`src/rtl/instr_sequencer_pkg.sv`:
```
// Shared constants, instruction field offsets and sequencer state encoding
// for the instruction fetch/sequencing stage.
package instr_sequencer_pkg;

  localparam int IW          = 17;
  localparam int AW          = 4;

  localparam int WEN_BIT     = 0;
  localparam int ADDR1_LSB   = 1;
  localparam int ADDR2_LSB   = 5;
  localparam int ALUSEL_LSB  = 9;
  localparam int RAMADDR_LSB = 13;

  typedef enum logic [1:0] {
    IDLE,
    RUN,
    STEP_WAIT,
    DONE
  } seq_state_t;

endpackage

```
`src/rtl/instr_sequencer_prog_mem.sv`:
```
// Program store: 2**AW words of IW bits, synchronous write, asynchronous read.
module instr_sequencer_prog_mem #(
  parameter int IW = 17,
  parameter int AW = 4
) (
  input  logic          clk,
  input  logic          we,
  input  logic [AW-1:0] wr_addr,
  input  logic [IW-1:0] wr_data,
  input  logic [AW-1:0] rd_addr,
  output logic [IW-1:0] rd_data
);

  logic [IW-1:0] mem [2**AW];

  always_ff @(posedge clk) begin
    if (we) mem[wr_addr] <= wr_data;
  end

  assign rd_data = mem[rd_addr];

endmodule

```
`src/rtl/instr_sequencer.sv`:
```
// Instruction sequencer: issues stored instruction words to the datapath one per
// accepted handshake, in free-run or single-step mode, with optional stop on zf.
module instr_sequencer #(
  parameter int IW = instr_sequencer_pkg::IW,
  parameter int AW = instr_sequencer_pkg::AW
) (
  input  logic          clk,
  input  logic          rst_n,
  input  logic          prog_we,
  input  logic [AW-1:0] prog_addr,
  input  logic [IW-1:0] prog_data,
  input  logic [AW-1:0] prog_len,
  input  logic          start,
  input  logic          stop,
  input  logic          step_mode,
  input  logic          step,
  input  logic          stop_on_zf,
  input  logic          zf,
  input  logic          out_ready,
  output logic [IW-1:0] instr,
  output logic          instr_valid,
  output logic [AW-1:0] pc,
  output logic          busy,
  output logic          done
);

  import instr_sequencer_pkg::*;

  seq_state_t    state;
  logic [IW-1:0] instr_p1;
  logic          vld_p1;
  logic [AW-1:0] pc_p1;
  logic          busy_p1;
  logic          done_p1;
  logic [AW-1:0] cfg_len;
  logic          cfg_step;
  logic          cfg_zf;

  logic          idle_like;
  logic          mem_we;
  logic          start_ok;
  logic          xfer;
  logic          last_xfer;
  logic [AW-1:0] pc_inc;
  logic [AW-1:0] rd_addr;
  logic [IW-1:0] rd_data;

  assign idle_like = (state == IDLE) || (state == DONE);
  assign mem_we    = prog_we & idle_like;
  assign start_ok  = start & ~prog_we & idle_like;
  assign xfer      = vld_p1 & out_ready;
  assign last_xfer = (pc_p1 == cfg_len) | (cfg_zf & zf);
  assign pc_inc    = pc_p1 + AW'(1);

  // One read port serves all loads: word 0 on start, the successor while
  // running, and the already-advanced pc when a step releases it.
  always_comb begin
    rd_addr = pc_p1;
    if (idle_like)           rd_addr = '0;
    else if (state == RUN)   rd_addr = pc_inc;
  end

  instr_sequencer_prog_mem #(.IW(IW), .AW(AW)) u_prog_mem (
    .clk     (clk),
    .we      (mem_we),
    .wr_addr (prog_addr),
    .wr_data (prog_data),
    .rd_addr (rd_addr),
    .rd_data (rd_data)
  );

  always_ff @(posedge clk) begin
    if (!rst_n) begin
      state    <= IDLE;
      instr_p1 <= '0;
      vld_p1   <= 1'b0;
      pc_p1    <= '0;
      busy_p1  <= 1'b0;
      done_p1  <= 1'b0;
      cfg_len  <= '0;
      cfg_step <= 1'b0;
      cfg_zf   <= 1'b0;
    end else begin
      case (state)
        IDLE, DONE: begin
          if (start_ok) begin
            state    <= RUN;
            instr_p1 <= rd_data;
            vld_p1   <= 1'b1;
            pc_p1    <= '0;
            busy_p1  <= 1'b1;
            done_p1  <= 1'b0;
            cfg_len  <= prog_len;
            cfg_step <= step_mode;
            cfg_zf   <= stop_on_zf;
          end
        end
        RUN: begin
          if (stop) begin
            state   <= IDLE;
            vld_p1  <= 1'b0;
            busy_p1 <= 1'b0;
            done_p1 <= 1'b0;
          end else if (xfer) begin
            if (last_xfer) begin
              state   <= DONE;
              vld_p1  <= 1'b0;
              busy_p1 <= 1'b0;
              done_p1 <= 1'b1;
            end else if (cfg_step) begin
              state  <= STEP_WAIT;
              vld_p1 <= 1'b0;
              pc_p1  <= pc_inc;
            end else begin
              instr_p1 <= rd_data;
              pc_p1    <= pc_inc;
            end
          end
        end
        STEP_WAIT: begin
          if (stop) begin
            state   <= IDLE;
            busy_p1 <= 1'b0;
            done_p1 <= 1'b0;
          end else if (step) begin
            state    <= RUN;
            instr_p1 <= rd_data;
            vld_p1   <= 1'b1;
          end
        end
        default: state <= IDLE;
      endcase
    end
  end

  // Write-enable is masked so the RAM is never written without a valid word.
  assign instr       = {instr_p1[IW-1:1], instr_p1[WEN_BIT] & vld_p1};
  assign instr_valid = vld_p1;
  assign pc          = pc_p1;
  assign busy        = busy_p1;
  assign done        = done_p1;

endmodule

```
`config.mk`:
```
export PLATFORM = sky130hd
export DESIGN_NAME = instr_sequencer
export DESIGN_NICKNAME = d
export VERILOG_FILES = /design/src/rtl/instr_sequencer_pkg.sv /design/src/rtl/instr_sequencer_prog_mem.sv /design/src/rtl/instr_sequencer.sv
export SDC_FILE = /design/constraint.sdc
export NUM_CORES = 1
export LEC_CHECK = 0
export ABC_AREA = 1
export CAP_MARGIN = 15
export CORE_MARGIN = 1
export CORE_UTILIZATION = 40
export DETAILED_ROUTE_END_ITERATION = 10
export GPL_ROUTABILITY_DRIVEN = 0
export HOLD_SLACK_MARGIN = 0.15
export SYNTH_ARGS = -nofsm -noshare
export SYNTH_HDL_FRONTEND = slang
export SYNTH_SLANG_ARGS = --single-unit
```
`constraint.sdc`:
```
create_clock -name clk -period 3.4 [get_ports clk]
set_input_delay 0.68 -clock clk [delete_from_list [all_inputs] [get_ports clk]]
set_output_delay 0.68 -clock clk [all_outputs]
set_load 0.02 [all_outputs]
```
# Word level (Yosys, flattened, before mapping)
# Memory sizes are Yosys's and may differ from the RTL's.
# Index checks and enable logic that the tools add are counted.
# word_totals
in_bits	35
n_memories	1
register_bits	32
mem_bits_rw	272
# classes
n_reduce_logical	10
bitwise_logic	8
add_sub_neg	1
muxes	43
eq_ne	16
# mem_list
name	depth	word_bits	read_ports	rd_clocked_by_memory_dff	write_ports	line	text
u_prog_mem.mem	16	17	1	0	1	instr_sequencer_prog_mem.sv:14	logic [IW-1:0] mem [2**AW];
# op_table
op	count
$mux W17	7
$pmux W17 S3	1
$mux W4	6
$mux W1	17
$ne A2 B2 Y1 const B	8
$mux W2	7
$reduce_and A5 Y1	2
$ne A3 B3 Y1 const B	3
$pmux W1 S3	3
$pmux W4 S2	1
$reduce_and A4 Y1	2
$reduce_and A7 Y1	1
$and A1 B1 Y1	6
$pmux W2 S3	1
$add A4 B1 Y4 const B	1
$eq A2 B2 Y1 const B	2
$eq A4 B4 Y1	1
$ne A4 B4 Y1 const B	1
$eq A2 B1 Y1 const B	1
$logic_not A2 Y1	1
$reduce_and A2 Y1	1
$reduce_bool A2 Y1	1
$reduce_or A2 Y1	1
$logic_or A1 B1 Y1	1
other kinds (2)	2

# Logic depth before layout (Yosys ltp)
# Gate-level depths: netlist of run 1.
# An unclocked memory read counts as a cell.
# logic_depth
depth_word	9
mapped_depth	17
ltp_nobuf	14

# By module
# A second synthesis of run 1 with hierarchy kept.
# unflattened
cells_unflattened	1398
area_unflattened_um2	13614.3
# by_module_without_submodules
mod	area_each_um2	instances	cells_per_inst
instr_sequencer_prog_mem	11687.5	1	1122
instr_sequencer	1926.8	1	276

# Worst setup path after synthesis of run 1
# OpenSTA, ideal clock, no wires.
# synth_timing
path_type	register -> register
from	register state[0]
to	memory u_prog_mem.mem[4][0] (enable)
t_arrival_ns	2.091
setup_ns	0.390
period_less_slack_ns	2.482
slack_ns	0.918
path_stages_with_launch	9
path_buffers	2
cell_sequence	dfxtp_1 inv_1 ha_1 buf_6 clkbuf_1 nand2_1 inv_1 nand3b_1 nor2_1
# synth_between
elab_chain_cells	5
elab_cells_between_ends	6
# synth_rtl
element	line	text
start, declared	instr_sequencer.sv:29	seq_state_t state;
start signal, assigned	instr_sequencer.sv:74	state <= IDLE;
start signal, assigned	instr_sequencer.sv:87	state <= RUN;
start signal, assigned	instr_sequencer.sv:100	state <= IDLE;
$eq A2 B2 Y1 / $logic_not A2 Y1 (equally long branches)	instr_sequencer.sv:48	assign idle_like = (state == IDLE) || (state == DONE);
$logic_or A1 B1 Y1 *	instr_sequencer.sv:48	
$and A1 B1 Y1 *	instr_sequencer.sv:49	assign mem_we = prog_we & idle_like;
$mux W1 *	instr_sequencer_prog_mem.sv:17	if (we) mem[wr_addr] <= wr_data;
$mux W1 (implied by the code) *	instr_sequencer_prog_mem.sv:17	
end, declared	instr_sequencer_prog_mem.sv:14	
# Mark *: on every way between the ends. The rest lies on a longest branch, timed or not.

# Worst setup path in the final report of run 1
# layout_timing
from	register state[0]
to	register instr_p1[4]
# layout_between
elab_chain_cells	9
elab_cells_between_ends	26
# layout_rtl
element	line	text
$eq A2 B1 Y1 (tied with other cells)	instr_sequencer.sv:60, instr_sequencer.sv:84	
$mux W4 / $logic_or A1 B1 Y1 (equally long branches)	instr_sequencer.sv:60, instr_sequencer.sv:48	
$mux W4	instr_sequencer.sv:59	if (idle_like) rd_addr = '0;
$mem_v2 Z16 W17	--	
$mux W17	instr_sequencer.sv:110	end else if (cfg_step) begin
$mux W17	instr_sequencer.sv:105	if (last_xfer) begin
$mux W17	instr_sequencer.sv:104	end else if (xfer) begin
$mux W17	instr_sequencer.sv:99	if (stop) begin
$pmux W17 S3	instr_sequencer.sv:84	case (state)
end signal, assigned	instr_sequencer.sv:88	instr_p1 <= rd_data;
end signal, assigned	instr_sequencer.sv:115	instr_p1 <= rd_data;
end signal, assigned	instr_sequencer.sv:127	instr_p1 <= rd_data;
end, declared	instr_sequencer.sv:30	logic [IW-1:0] instr_p1;
# Parallel ways exist; a longest one is shown, timed or not. The select of a mux whose other input is x is not followed.
# A chain may end at the register's enable or synchronous reset.

==> results.md, run 1 <==
* Initial Utilization at 40.60%
* Synthesized-area fraction occupied by adder cells at 0.3676%
* Via/cell ratio at 4.676
* DRC at 0
* Drt pass-1 iters at 7
* CP max stage delay at 0.46 ns
* Leak at 6.832 nW
* RSZ-0062 raised after global routing: no
* Area leader, netlist: edfxtp_1
* Power, Total at 11.26 mW
* Clock Skews at 0.01027 ns
* Register bit total from synthesis at 304
* Post_cts resized at 0
* Total Wirelength at roughly 32 mm
* Ports at 59
* Setup Fix Bufs, Post-CTS at 0
* Port Buf Inserts at 58
* H-tree levels at 2
* Worst path slowest cell: ha_1
* PwrDens at roughly 700 nW/µm²
* Post-synthesis cell count at ~1,500
* GRT overflow at 0
* Clk sinks at 304
* DR vias at 9,342
* Commonest non-fill, non-tap cells in the layout: 764 x nand2_1, 272 x edfxtp_1, 161 x inv_1, 58 x clkdlybuf4s50_1, 45 x nand3_1
* Worst setup path class: flip-flop to flip-flop
* Hold Fails Final Rpt at 0
* Die Y at 186.5 µm
* Worst Hold Class: flip-flop to flip-flop
* Critical Path, Cell by Cell: inv_1 -> ha_1 -> inv_4 -> nand3_1 -> nand2_2 -> buf_4 -> nand2_1 -> nand2_1 -> nand2_1 -> nand3_1 -> nand3_1 -> a21oi_1
* Synthesized area per cell at 9.274 µm²
* Register area share after synthesis at 64.70%
* Met3 WL post-DR at 1.619 mm
* Detailed Place HPWL at 20.01 mm
* Synth Area in XOR/XNOR at 0%
* Post-CTS Hold Fix Bufs at 0
* Share of post-route cells with drive strength above 1 at slightly below 8%
* Ant diodes at 0
* Crit end category: flip-flop
* Peak Freq at about 0.38 GHz
* P&R area growth vs syn at 16.00%
* Mapped Nets at about 1,500
* Post-synth top area share at 59.99%
* CTS max path bufs at 3
* Initial antenna violation count at 0
* Overall Global Routing Usage at a little under a fifth
* Die area at 34,780 µm²
* CP max FO at 21
* TNS Setup at 0 ns
* Die width at approximately 190 µm
* Startpoint types: flip-flop
* CP arrival at slightly above 3 ns
* Yosys cell types at 29
* DP Cell Count at between 1,500 and 2,000
* Largest net degree at the start of global routing at 57
* Reg clk slew, reported paths at 0.06 ns
* Worst Tran Pin Value at 0.8935 ns
* TritonCTS clock tree: done
* DRT met1 WL at 15.11 mm
* Post-Syn Area at 13,610 µm²
* Placed cell area at 14,710 µm²
* Fin area at 15,790 µm²
* Slew margin rel. at 40.37%
* Max-slew violations at 0
* Simple logic cell fraction of the synthesized area at 24.24%
* WL met2 at 14.57 mm
* Iteration-0 DRC Markers at around 600
* Layout Nets at between 1,500 and 2,000
* Vias in the first global route at around 9,000
* Post-synthesis mux area share at 0%
* CP required at roughly 3.8 ns
* Max-cap viol count at 0
* TritonCTS buffer count at 35
* Setup violations, final at 0
* Worst vdd ir at 0.0003792 V
* Core area at 33,530 µm²
* Clock Root Buffer: clkbuf_16
* Final cell count without fillers at roughly 2,000
* Row count at 67
* WL/cell at between 15 and 20 µm
* Compound-gate portion of the synthesized area at 2.656%
* Main combinational cell family by area after synthesis: simple AND/OR/NAND/NOR gates
* Commonest non-fill, non-tap cell in the layout: nand2_1
* Ys Warns at 0
* Status: finished clean
* Crit share post-route at 78.43%
* First-pass GRT wire length at 50.40 mm
* Routed Antenna Nets at 0
* Top layer in use: met4
* Hold slack at around 0.46 ns
* Min cycle time layout at 2.667 ns
* Area contributors post-synth: edfxtp_1 60%, nand2_1 21%, dfxtp_1 4.7%
* Later-pin clock latency in the skew report at 0.51 ns
==> cell type report <==
cell class                 count  area [µm²]
tap                          448       560.5
timing repair buffer          98       955.9
clock inverter                12       91.34
sequential                   304        8808
clock buffer                  50       994.7
multi-input combinational    921        3760
inverter                     165       621.8
fill                        3197       17740
==> state kept, by name (all words and copies together), names as in the netlist <==
register and count:
busy 1, cfg_len 4, instr_valid 1, cfg_step 1, done 1, cfg_zf 1, state 2, u_prog_mem.mem 272
pc 4, instr_p1 17
==> critical path: cells and delay by family, from the launching register on <==
family          cells  cell delay (ns)
fa+ha+maj           1             0.46
flops               1             0.36
compound gates      1             0.14
buf+inv             3             0.61
simple gates        7             1.01
==> per-layer routing <==
metal | track usage, % | vias up
li1 | - | 4719
met1 | 26.14 | 4340
met2 | 29.87 | 231
met3 | 2.972 | 52
met4 | 5.990 | 0
met5 | 0 | -
==> where the power goes <==
| part | leakage (nW) | switching [mW] | internal, mW | total, mW |
|---|---|---|---|---|
| Combinational | 3.59 | 2.24 | 1.07 | 3.31 |
| Clock | 0.528 | 1.43 | 2.11 | 3.55 |
| Sequential | 2.72 | 0.111 | 4.29 | 4.40 |
==> cell usage after synthesis, drive strengths merged <==
cell type,count
a211oi,1
a21o,1
a21oi,35
buf,64
clkbuf,14
dfxtp,32
edfxtp,272
ha,4
inv,165
nand2,768
nand3,47
nand3b,1
nand4,3
nor2,31
o21ai,28
o31ai,1
or2,1
==> cells by family after synthesis <==
group	after synthesis
simple gates	851
flops	304
buf+inv	243
compound gates	66
fa+ha+maj	4
==> path summary, 6_finish.rpt <==
path / startpoint / endpoint / slack, ns / cells past startpoint
hold reg to reg: cfg_zf / cfg_zf / 0.46 / 2
setup reg to reg: state[0] / instr_p1[4] / 0.73 / 12
hold / removal: cfg_zf / cfg_zf / 0.46 / 2
setup / recovery: state[0] / instr_p1[4] / 0.73 / 12
==> through the flow <==
step	util (%)	setup slack (ns)
after floorplan	-	0.9181
after global placement	43.86	0.7686
after detailed placement	43.86	0.7600
after CTS	47.10	0.7453
after global routing	47.10	0.5491
final	47.10	0.7335
No activity file was read; power rests on OpenSTA's default activity.
==> run 2: changes to the inputs <==
==> constraint.sdc (replaced) <==
create_clock -name clk -period 2.6 [get_ports clk]
set_input_delay 0.52 -clock clk [delete_from_list [all_inputs] [get_ports clk]]
set_output_delay 0.52 -clock clk [all_outputs]
set_load 0.02 [all_outputs]
==> results.md, run 2 (synthesis gave the netlist of run 1 again) <==
* Ports at 59
* Leak at 6.911 nW
* Final core occ at 47.65%
* GRT overflow at 0
* TritonCTS clock tree: done
* P&R area growth vs syn at 17.36%
* FF-to-FF Start: state[1]
* # fillers at about 3,200
* Setup Fix Bufs, Post-CTS at 0
* Crit end category: flip-flop
* Worst path slowest cell: ha_2
* DR vias at 9,567
* Worst Tran Pin Value at 0.6985 ns
* Min cycle time layout at approximately 2.4 ns
* DRC at 0
* CP required at just under 3 ns
* Worst vdd ir at around 0.00045 V
* Initial antenna violation count at 0
* Overall Global Routing Usage at 19.50%
* Setup violations, final at 0
* Max-slew violations at 0
* Buf/Inv on CP at 3
* CTS max path bufs at 3
* Commonest non-fill, non-tap cell in the layout: nand2_1
* RSZ-0062 raised after global routing: no
* Critical Path, Cell by Cell: inv_1 -> ha_1 -> ha_2 -> inv_1 -> nand2_8 -> buf_12 -> nand2_1 -> nand2_1 -> nand2_1 -> nand2_1 -> nand2_1 -> nand2_1 -> nand2_1 -> nand3_1 -> a21oi_1
* DP Cell Count at 1,948
* Commonest non-fill, non-tap cells in the layout: 764 x nand2_1, 272 x edfxtp_1, 161 x inv_1, 58 x clkdlybuf4s50_1, 45 x nand3_1
* Max-cap viol count at 0
* Post-CTS Hold Fix Bufs at 0
* Core area at 33,530 µm²
* Post_cts resized at 0
* Hold Fails Final Rpt at 0
* Total Wirelength at 33.25 mm
* Die width at 186.5 µm
* Largest net degree at the start of global routing at ~70
* Worst Hold Class: flip-flop to flip-flop
* Final cell count without fillers at 2,011
* Worst hold path cell count at 2
* Share of post-route cells with drive strength above 1 at just over 8%
* TritonCTS buffer count at 35
* Row count at 67
* Status: finished clean
* TNS Setup at 0 ns
* Layout Nets at ~1,600
* Dpl ws at between 0.1 and 0.15 ns
* Initial Utilization at slightly above 40%
* R2r endpoint: instr_p1[13]
* Iteration-0 DRC Markers at 716
* Largest Register: u_prog_mem.mem
* Worst setup path class: flip-flop to flip-flop
* Slew margin rel. at 53.29%
* H-tree levels at 2
* Worst hold endpoint: cfg_zf
* Detailed Place HPWL at between 20 and 25 mm
* Max FFs per register at 272
* First-pass GRT wire length at around 53 mm
* Peak Freq at 0.4155 GHz
* PwrDens at 921.1 nW/µm²
* Clock Root Buffer: clkbuf_16
* Vias in the first global route at about 9,000
* Clock Skews at 0.01439 ns
* Crit path top cell by count: nand2_1
* Family with the most delay on the worst path: simple AND/OR/NAND/NOR gates
* Routed Antenna Nets at 0
* R2R Setup Slk at 0.19 ns
* Die Y at ~190 µm
* Startpoint types: flip-flop
* Drt pass-1 iters at 5
* Via/cell ratio at 4.757
* Largest registers: u_prog_mem.mem x272, instr_p1 x17
* CP max FO at 47
* Worst setup margin at 0.1932 ns
* CP arrival at between 2 and 3 ns
* Crit share post-route at 92.57%
* WL/cell at 16.54 µm
* Hold slack at 0.4482 ns
* Die area at 34,780 µm²
* Later-pin clock latency in the skew report at slightly above 0.5 ns
* Reg clk slew, reported paths at 0.06 ns
* Clk sinks at 304
* CP max stage delay at 0.41 ns
* FF-to-FF path depth at 15
* Worst Min Path Start: cfg_zf
* Ant diodes at 0
* Port Buf Inserts at between 50 and 60
==> run 2: changes by cell type in the layout (fill, tap and decap cells not counted), moves of 2 or more <==
cell | previous run | this run
buf_12 | 6 | 15
buf_4 | 34 | 36
clkbuf_1 | 11 | 7
clkinv_1 | 2 | 11
clkinvlp_4 | 2 | 0
ha_1 | 4 | 2
ha_2 | 0 | 2
==> run 2: worst min-delay path: stages (launching register included) <==
cell and delay (ns):
dfxtp_1 0.31, inv_1 0.05, a21oi_1 0.05
==> run 2: how the worst max path moves through the flow <==
stage                         from                    end  slack (ns)  depth (start not counted)
after floorplan           state[0]   u_prog_mem.mem[4][0]        0.12                          8
after global placement    state[1]           instr_p1[13]        0.20                         15
after detailed placement  state[0]   u_prog_mem.mem[4][3]        0.13                          8
after CTS                 state[0]  u_prog_mem.mem[4][15]        0.12                          8
after global routing      state[1]           instr_p1[15]        0.05                         15
final                     state[1]           instr_p1[13]        0.19                         15
==> run 2: stage by stage <==
step	cell area (µm²)	total power [mW]
final	15980	14.72
after detailed placement	14910	10.31
after CTS	15960	14.79
after global routing	15980	15.55
after floorplan	13610	8.903
after global placement	14910	10.28
==> run 2: cell type report <==
cell class	count	area [µm²]	share of cell area, %
multi-input cells	921	3774	23.62
flip-flops and latches	304	8808	55.13
clock inverters	17	71.32	0.4464
inverters	165	621.8	3.892
repair buffers	110	1162	7.275
clock buffers	46	979.7	6.132
well taps	448	560.5	3.508
==> run 2: routing by layer <==
metal	vias up	share of wire, %	global-route usage, %
met3	57	6.6	3.611
li1	4743	-	-
met2	281	45	31.03
met1	4486	46	27.19
met5	-	0	0
met4	0	2.3	5.738
==> run 2: power by group <==
group	switching, mW	internal (mW)
clock	1.82	2.64
sequential	0.185	5.61
combinational	2.94	1.52
==> variant 1 (settings of run 2) <==
Make the reset (`rst_n`) asynchronous in one clocked block.
--- a/src/rtl/instr_sequencer.sv
+++ b/src/rtl/instr_sequencer.sv
@@ -71,3 +71,3 @@
 
-  always_ff @(posedge clk) begin
+  always_ff @(posedge clk or negedge rst_n) begin
     if (!rst_n) begin
Formal check against the unedited RTL: differs if rst_n is asserted again (counterexample within 4 cycles, from zero or initial values and one cycle with rst_n low); with rst_n held inactive, the same outputs for 4 cycles.
==> variant 1 against run 2 <==
  * Hold slack worse by 3.1 ps
  * Fmax decreased by 2.3%
  * Via count down 0.50%
  * Power up 25%
  * Worst setup slack got worse by 55 ps
  * Routed wire length rose by 1.9%
  * Final area is 1.6% higher
  * Sequential cell count did not move
  * Area after synthesis is 1.2% higher
  * Critical path depth is 5 lower
  * First-iteration DRC count shrank 2.4%
  * Count of clock-buffer cells in the layout fell by 2
  * Critical path type unchanged
  * Largest cell class unchanged
  * Highest routed layer unchanged
==> variant 1: results (changes against run 2) <==
| Metric | Value |
|---|---|
| Post-Synth Adder-Cell Area | 0.00363 (was 0.00368) |
| Sw frac | 0.395 (was 0.336) |
| Comb_multi_in | 917 (was 921) |
| Clk tree area frac | 0.0695 (was 0.0658) |
| Rel. slew slack | 0.231 (was 0.533) |
| Vias in the first global route | 9135 (was 9275) |
| Non-CTS buffers | 118 (was 110) |
| Async SR Flop Fraction | 0.105 (was 0) |
| Inverters | 164 (was 165) |
| Via/cell ratio | 4.73 (was 4.76) |
| GRT met2 Usage | 0.313 (was 0.310) |
| Buffer share of cell area | 0.0758 (was 0.0727) |
| Pwr top | combinational cells (was sequential cells) |
| Multiplexer share of the synthesized area | 0.000817 (was 0) |
| Pleak | 7.27 nW (was 6.91 nW) |
| GRT met1 Usage | 0.277 (was 0.272) |
| Final core utilization | 0.482 (was 0.476) |
| Worst min path class | primary input to asynchronous set/reset pin (was flip-flop to flip-flop) |
| Outcome | complete, no violations (unchanged) |
| Die X | 188 um (was 186 um) |
| Commonest cells post-synth | nand2_1 (793), edfxtp_1 (272), inv_1 (158) (was nand2_1 (765), edfxtp_1 (272), inv_1 (161)) |
| Global-route wire length before repair | 52800 um (was 52600 um) |
| Clock buffer count | 44 (was 46) |
| Critical path's top delay family | compound AO/OA/AOI/OAI gates (was simple AND/OR/NAND/NOR gates) |
| Worst VDD drop | 563 uV (was 452 uV) |
| Clock net power | 4.83 mW (was 4.46 mW) |
| Layout cell share with drive strength beyond 1 | 0.0914 (was 0.0832) |
| Starting DRT DRC Count | 699 (was 716) |
| CP max stage delay | 880 ps (was 410 ps) |
==> variant 1: cell count changes in the layout (fill, tap and decap cells not counted), moves of 2 or more <==
cell        change
a21oi_1        -27
buf_4           +8
bufinv_16       +3
clkinv_1        -2
clkinv_2        -4
clkinv_4        +2
clkinvlp_4      +2
dfrtp_1        +32
dfxtp_1        -32
inv_1           -3
nand2_1        +27
nand3_1         -2
==> variant 1: path summary, 6_finish.rpt <==
path	from	endpoint	slack, ps	cells after the start
worst max-delay path	state[1]	instr_p1[9]	140	10
worst min-delay path	rst_n	cfg_len[1]	450	2
worst max register to register	state[1]	instr_p1[9]	140	10
worst min register to register	done	done	480	2
max in group asynchronous	rst_n	instr_p1[12]	1820	2
min in group clk	done	done	480	2
==> variant 1: logic make-up (layout without fill, tap and decap cells) <==
group | Yosys count | count (layout)
DFF | 304 | 304
AOI/OAI and AO/OA | 35 | 35
and+or+nand+nor | 877 | 877
buffers and inverters | 238 | 344
muxes | 1 | 1
adders and majority gates | 4 | 4
==> variant 2 (config.mk and constraints of run 2) <==
Made on the original files. `AW` is set to 4 in 2 places; all go to 5.
--- a/src/rtl/instr_sequencer_pkg.sv
+++ b/src/rtl/instr_sequencer_pkg.sv
@@ -5,3 +5,3 @@
   localparam int IW          = 17;
-  localparam int AW          = 4;
+  localparam int AW          = 5;
 
--- a/src/rtl/instr_sequencer_prog_mem.sv
+++ b/src/rtl/instr_sequencer_prog_mem.sv
@@ -3,3 +3,3 @@
   parameter int IW = 17,
-  parameter int AW = 4
+  parameter int AW = 5
 ) (
Ports: changed (resized pc, prog_addr and prog_len); port bits go from 59 to 62. No check against the original RTL was run, so the function may have changed too.
==> variant 2 against run 2 <==
  * Power is 72% higher
  * Worst setup slack worse by 120 ps
  * Sequential cell count grew 274
  * Highest routed layer unchanged
  * Final area rose by 85%
  * Sequential power up 83%
  * Die area rose by 81%
  * Area after synthesis is 82% higher
  * Critical path depth increased by 3
  * Routed wire length increased by 110%
  * Clock skew increased by 18 ps
  * Count of clock-buffer cells in the layout rose by 37
  * Critical endpoint is now instr_p1[7]
==> variant 2: results (changes against run 2) <==
| Metric | Value |
|---|---|
| Top Registers | u_prog_mem.mem (544), instr_p1 (17) (was u_prog_mem.mem (272), instr_p1 (17)) |
| R2r setup slk | 80 ps (was 190 ps) |
| R2R depth | 18 (was 15) |
| Worst Path Max Fanout | 7 (was 47) |
| Final HPWL DP | 40600 um (was 20700 um) |
| Initial antenna violation count | 4 (was 0) |
| Pin count of the biggest net entering global routing | 64 (was 69) |
| IO buf count | 61 (was 58) |
| Worst VDD drop | 573 uV (was 452 uV) |
| Yosys cell types | 28 (was 29) |
| Clk_lat worst skew | 640 ps (was 510 ps) |
| Post-synthesis sequential area ratio | 0.685 (was 0.647) |
| Post-route cell area | 29600 um^2 (was 16000 um^2) |
| Inverters | 108 (was 165) |
| Reg-to-reg endpoint | instr_p1[7] (was instr_p1[13]) |
| Vias in the first global route | 16576 (was 9275) |
| Worst-Margin Slew | 534 ps (was 698 ps) |
| Post-synthesis compound-gate area fraction | 0.0140 (was 0.0266) |
| Slowest CP cell | dfxtp_2 (was ha_2) |
| First-pass DRT Iterations | 8 (was 5) |
| Clock net power | 8.62 mW (was 4.46 mW) |
| Most area-consuming cells after synthesis | edfxtp_1 (66%), nand2_1 (20%), nand3_1 (3.3%) (was edfxtp_1 (60%), nand2_1 (21%), dfxtp_1 (4.7%)) |
| CTS Sinks | 578 (was 304) |
| Outcome | complete, no violations (unchanged) |
| Hold_ws | 446 ps (was 448 ps) |
| Post-synth EDFFs | 544 (was 272) |
| Num CTS Buffers | 59 (was 35) |
| Placed Area | 27100 um^2 (was 14900 um^2) |
| Final Routed Wirelength | 71500 um (was 33300 um) |
| Layout cell share with drive strength beyond 1 | 0.0999 (was 0.0832) |
| Sequential share of cell area | 0.576 (was 0.551) |
| Global-route wire length before repair | 103000 um (was 52600 um) |
| CP max stage delay | 340 ps (was 410 ps) |
| Inst Count DP | 3304 (was 1948) |
| Filler cells | 5448 (was 3180) |
| Commonest cells post-synth | nand2_1 (1332), edfxtp_1 (544), nand3_1 (163) (was nand2_1 (765), edfxtp_1 (272), inv_1 (161)) |
| Via count | 17782 (was 9567) |
| Clock buffer count | 83 (was 46) |
| Buffer share of cell area | 0.0807 (was 0.0727) |
| Worst Skew | 32.0 ps (was 14.4 ps) |
| Nets | 2647 (was 1576) |
| Starting DRT DRC Count | 1949 (was 716) |
| Pleak | 12.0 nW (was 6.91 nW) |
| Setup Fix Bufs, Post-CTS | 4 (was 0) |
| Diodes inserted | 2 (was 0) |
| Post-Syn Nets | 2524 (was 1507) |
| Global Route Usage Sum | 0.219 (was 0.195) |
| Non-CTS buffers | 197 (was 110) |
| Multi-input combinational area share | 0.230 (was 0.236) |
| CTS resizes | 10 (was 0) |
| Synth Area in XOR/XNOR | 0.000353 (was 0) |
| Crit path DAT | 3090 ps (was 2780 ps) |
| Post-Synth Adder-Cell Area | 0.00202 (was 0.00368) |
variant 2: changes by cell type in the layout (fill, tap and decap cells not counted), sizes merged, moves of 48 or more:
cell | before | now
nand2 | 768 | 1338
edfxtp | 272 | 544
buf | 52 | 128
inv | 165 | 110
nand3 | 47 | 164
nor2 | 31 | 79
variant 2: stage by stage:
stage                     setup WS (ps)  power [mW]
after floorplan                    15.2        14.1
after global placement            -28.8        16.2
after detailed placement          -58.7        16.3
after CTS                          7.52        24.9
after global routing              -22.5        26.2
final                              75.9        25.2
variant 2: routing by layer:
layer  vias to the layer above  GRT usage  routed length (um)
met5                         -          0                   0
met4                         0     0.0662                1810
met3                       123     0.0419                6370
met2                       716      0.346               33100
met1                      8596      0.305               30100
li1                       8347          -                   -
variant 2: worst max-delay path, delay by kind of cell, from the launching register on:
kind | cells | cell delay, ps
flops | 1 | 340
fa+ha+maj | 2 | 400
simple gates | 10 | 920
buf+inv | 6 | 770
